==> config.mk <==
export PLATFORM = sky130hd
export DESIGN_NAME = key_schedule_ctrl
export DESIGN_NICKNAME = d
export VERILOG_FILES = /design/src/rtl/key_schedule_ctrl.sv
export SDC_FILE = /design/constraint.sdc
export NUM_CORES = 1
export LEC_CHECK = 0
export ABC_AREA = 1
export BUFFER_PORTS_ARGS = -buffer_cell sky130_fd_sc_hd__buf_4
export CAP_MARGIN = 40
export CELL_PAD_IN_SITES_DETAIL_PLACEMENT = 2
export CELL_PAD_IN_SITES_GLOBAL_PLACEMENT = 2
export CORE_MARGIN = 2
export CORE_UTILIZATION = 26
export DETAILED_ROUTE_END_ITERATION = 10
export PLACE_DENSITY = 0.75
export RECOVER_POWER = 100
export SYNTH_ARGS = -nofsm -noshare
export SYNTH_HDL_FRONTEND = slang
export SYNTH_SLANG_ARGS = --single-unit
export TNS_END_PERCENT = 5
==> constraint.sdc <==
create_clock -name Clk -period 1.68 [get_ports Clk]
set_input_delay 0.42 -clock Clk [delete_from_list [all_inputs] [get_ports Clk]]
set_output_delay 0.42 -clock Clk [all_outputs]
set_load 0.1 [all_outputs]
==> src/rtl/key_schedule_ctrl.sv <==
// Round-key generator controller: sequences PC-1 load, per-round C/D rotate
// amount/direction and subkey write enable under a start/busy/done handshake.
module key_schedule_ctrl #(
    parameter int                ROUNDS     = 16,
    parameter int                CNT_W      = 5,
    parameter logic [ROUNDS-1:0] SHIFT_MASK = 16'h7EFC
) (
    input  logic             Clk,
    input  logic             Reset_n,
    input  logic             Start,
    input  logic             Mode,
    input  logic             Abort,
    output logic             Busy,
    output logic             Done,
    output logic             Load_key,
    output logic             Round_valid,
    output logic [CNT_W-1:0] Round,
    output logic [1:0]       Shift_amt,
    output logic             Shift_dir
);

    if (ROUNDS < 1 || ROUNDS > (1 << CNT_W) - 1) begin : g_bad_rounds
        $error("key_schedule_ctrl: ROUNDS out of range for CNT_W");
    end

    // Mask padded to the full counter range so any counter value indexes it.
    localparam int             MW       = 1 << CNT_W;
    localparam logic [MW-1:0]  MASK_EXT = MW'(SHIFT_MASK);

    typedef enum logic [1:0] {S_IDLE, S_LOAD, S_ROUND, S_DONE} state_t;

    state_t           state_q, state_d;
    logic [CNT_W-1:0] cnt_q, cnt_d;
    logic             mode_q, mode_d;
    logic [CNT_W-1:0] enc_idx, dec_idx;

    always_ff @(posedge Clk or negedge Reset_n) begin
        if (!Reset_n) begin
            state_q <= S_IDLE;
            cnt_q   <= '0;
            mode_q  <= 1'b0;
        end else begin
            state_q <= state_d;
            cnt_q   <= cnt_d;
            mode_q  <= mode_d;
        end
    end

    always_comb begin
        state_d = state_q;
        cnt_d   = cnt_q;
        mode_d  = mode_q;
        case (state_q)
            S_IDLE: begin
                if (Start && !Abort) begin
                    state_d = S_LOAD;
                    mode_d  = Mode;
                end
            end
            S_LOAD: begin
                if (Abort) begin
                    state_d = S_IDLE;
                    cnt_d   = '0;
                end else begin
                    state_d = S_ROUND;
                    cnt_d   = CNT_W'(1);
                end
            end
            S_ROUND: begin
                if (Abort) begin
                    state_d = S_IDLE;
                    cnt_d   = '0;
                end else if (cnt_q == CNT_W'(ROUNDS)) begin
                    state_d = S_DONE;
                    cnt_d   = '0;
                end else begin
                    cnt_d   = cnt_q + CNT_W'(1);
                end
            end
            default: begin
                // Back-to-back: a start in DONE goes straight to LOAD.
                if (Start && !Abort) begin
                    state_d = S_LOAD;
                    mode_d  = Mode;
                end else begin
                    state_d = S_IDLE;
                end
            end
        endcase
    end

    // Decrypt walks the encrypt schedule backwards, offset by one round since
    // C16 = C0 makes its first round a zero rotate.
    assign enc_idx = cnt_q - CNT_W'(1);
    assign dec_idx = CNT_W'(ROUNDS + 1) - cnt_q;

    always_comb begin
        Busy        = (state_q == S_LOAD) || (state_q == S_ROUND);
        Done        = (state_q == S_DONE);
        Load_key    = (state_q == S_LOAD);
        Round_valid = (state_q == S_ROUND);
        Round       = '0;
        Shift_amt   = 2'd0;
        Shift_dir   = Busy & mode_q;
        if (state_q == S_ROUND) begin
            Round = cnt_q;
            if (!mode_q)
                Shift_amt = MASK_EXT[enc_idx] ? 2'd2 : 2'd1;
            else if (cnt_q == CNT_W'(1))
                Shift_amt = 2'd0;
            else
                Shift_amt = MASK_EXT[dec_idx] ? 2'd2 : 2'd1;
        end
    end

endmodule

==> impl_results.md <==
- Status: finished with violations
- Violated checks: negative setup slack
- Final ANT Viol Nets: 0
- Clk_lat worst skew: 260 ps
- Worst Hold Class: in -> reg
- Final Cell Area: 1440 um2
- Post-synth EDFFs: 0
- Fin nets: 179
- Post-Route WL: 3150 um
- Root buffer cell: clkbuf_4
- Die H: 61.1 um
- Layout cell share with drive strength beyond 1: 47.2%
- Setup bufs post-CTS: 0
- Fmax: 0.440 GHz
- R2r setup slk: 70 ps
- RR Startpoint: state_q[1]
- Fill cells: 350
- CTS tree: built
- Congestion Overflow GR: 0
- Worst vdd ir: 0.00129 V
- RSZ-0062 raised after global routing: true
- Leakage: 0.642 nW
- I/O pin cnt: 17
- Vias per cell: 4.54
- Row cnt: 20
- Hold Fails Final Rpt: 0
- Req. time, crit path: 1260 ps
- Slew headroom: 65.2%
- Hold Crit Start: Mode
- Setup ws final: -593 ps
- Via count: 930
- Num Clock Sinks: 8
- Hold depth: 3
- Setup TNS: -1920 ps
- Fin. max-slew vios: 0
- Ant diodes: 0
- Max Clock Skew: 6.84 ps
- PD cells: 2060 nW/um2
- Slew @ Worst Pin: 522 ps
- Die Area: 3730 um2
- Avg WL per Cell: 15.4 um
- Hpwl dp: 2430 um
- DRT Pass-1 Iters: 4
- Syn nets: 140
- Critical Path End Type: primary output
- Die width: 61.1 um
- Worst hold endpoint: mode_q
- CP Class: reg -> out
- Worst reg2reg endpoint: cnt_q[3]
- First-pass GRT wire length: 5250 um
- Initial antenna violation count: 0
- PnR Total Power: 2.97 mW
- GRT Resource Usage Total: 19.5%
- Htree depth: 1
- DR iter-0 viols: 23
- Clock transition at path regs: 70 ps
- Cells on worst reg2reg path: 6
- Setup crit start: cnt_q[1]
- Crit path time final: 2270 ps
- Synth area leader: dfrtp_1
- Ys Warns: 0
- Number of port buffers: 16
- Initial core utilization: 27.5%
- Setup crit start kind: flip-flop
- Core area: 3080 um2
- Post-synth top flop: dfrtp_1
- Synth top area share: 23.6%
- DRC Markers: 0
- Pin count of the biggest net entering global routing: 10
- Clock buffer depth: 2
- Seq/Total Area, Yosys: 23.6%
- Vias in the first global route: 1067
- Mean Syn Cell Area: 6.89 um2
- Dpl cell area: 1250 um2
- Async set-reset flop share out of synthesis: 100%
- Max_cap viols: 0
- Final setup vio count: 9
- Gpl congestion: 0.758
- Cells after Synth: 123
- #FFs+latches synth: 8
- Worst slack, placed: -475 ps
- Mapped Area: 847 um2
- Synth area leaders: dfrtp_1, ha_1, nand2_1, inv_1, nand3_1
- CTS buffer count: 3
- Hold Slack: 441 ps
- Period Utilization, post-route: 135%
- Critical path data arrival time: 1850 ps
- Layout area overhead: 70.2%
- Netlist cell types: 26
- Crit path max fanout: 7
layout by cell type (no fill, tap or decap), types with 2 or more instances in the layout:
| cell | n |
|---|---|
| nand2_2 | 8 |
| buf_4 | 22 |
| inv_4 | 2 |
| o21ai_0 | 2 |
| ha_4 | 5 |
| nand3_1 | 9 |
| buf_6 | 2 |
| buf_12 | 10 |
| nand2_1 | 25 |
| o21ai_1 | 2 |
| nor3_1 | 2 |
| o21ai_2 | 2 |
| clkbuf_4 | 3 |
| a21oi_1 | 5 |
| ha_1 | 5 |
| inv_1 | 13 |
| inv_2 | 5 |
| ha_2 | 2 |
| nor2_4 | 2 |
| clkbuf_1 | 3 |
| dfrtp_1 | 7 |
| clkinvlp_4 | 6 |
| nor2_1 | 4 |
| nor2_2 | 2 |
how the worst max path moves through the flow:
stage              endpoint  cells after the start
5_1_grt        Shift_amt[1]                     10
2_1_floorplan  Shift_amt[0]                      8
4_1_cts        Shift_amt[1]                     10
6_report       Shift_amt[1]                     10
3_5_place_dp   Shift_amt[1]                     10
3_3_place_gp   Shift_amt[1]                     10
routing by layer:
metal	GRT usage, %	routed length [um]
met2	36.9	1750
met4	4.66	25
met1	23.3	1330
met5	0	0
met3	1.89	43
cell usage after synthesis (2+ instances only):
| cell | n |
|---|---|
| a21oi_1 | 6 |
| buf_6 | 2 |
| o21ai_1 | 3 |
| nand2_1 | 30 |
| nor3_1 | 2 |
| nand2_2 | 3 |
| nor2_1 | 5 |
| dfrtp_1 | 8 |
| inv_1 | 25 |
| nand3_1 | 9 |
| nor2_2 | 2 |
| ha_1 | 12 |
| o21ai_0 | 3 |
metrics by stage:
stage               utilization, %  cells
global route                  46.8    205
finish                        46.8    205
global placement              40.6    200
floorplan                        -    123
CTS                           45.7    205
detailed placement            40.6    200
timing repair:
item,CTS,global route
endpoints found under the hold margin,8,0
gates resized for setup,34,14
hold buffers,1,0
pin swaps,2,3
endpoints found under the setup margin,14,16
critical path, stage by stage (launching register included):
cell and delay (ps):
dfrtp_1 410, inv_4 140, ha_4 220, nand2_2 70
o21ai_2 50, a21oi_2 180, nand3_1 90, nand2_1 100
inv_2 50, nor2_4 90, buf_12 180
flip-flops by register name, summed over array words and instances (netlist names):
register  flops
mode_q        1
state_q       2
cnt_q         5
cell type report:
cell class	count	area [um2]	area share (%)
Multi-Input combinational cell	85	624	43.3
Timing Repair Buffer	37	405	28.1
Sequential cell	8	201	14.0
Inverter	27	129	8.94
Tap cell	44	55.1	3.82
Clock buffer	4	26.3	1.82
kinds of logic after synthesis:
| group | synth area share (%) |
|---|---|
| compound gates | 11.5 |
| xor+xnor | 2.95 |
| fa+ha+maj | 17.7 |
| buf+inv | 15.2 |
| flops | 23.6 |
| simple gates | 29.0 |
power breakdown:
| part | leakage, nW | internal [mW] | switching [mW] |
|---|---|---|---|
| logic | 0.525 | 0.913 | 1.57 |
| clock network | 0.0150 | 0.0917 | 0.0805 |
| registers | 0.102 | 0.249 | 0.0642 |
Note: power is estimated with default switching activity, not from simulation.
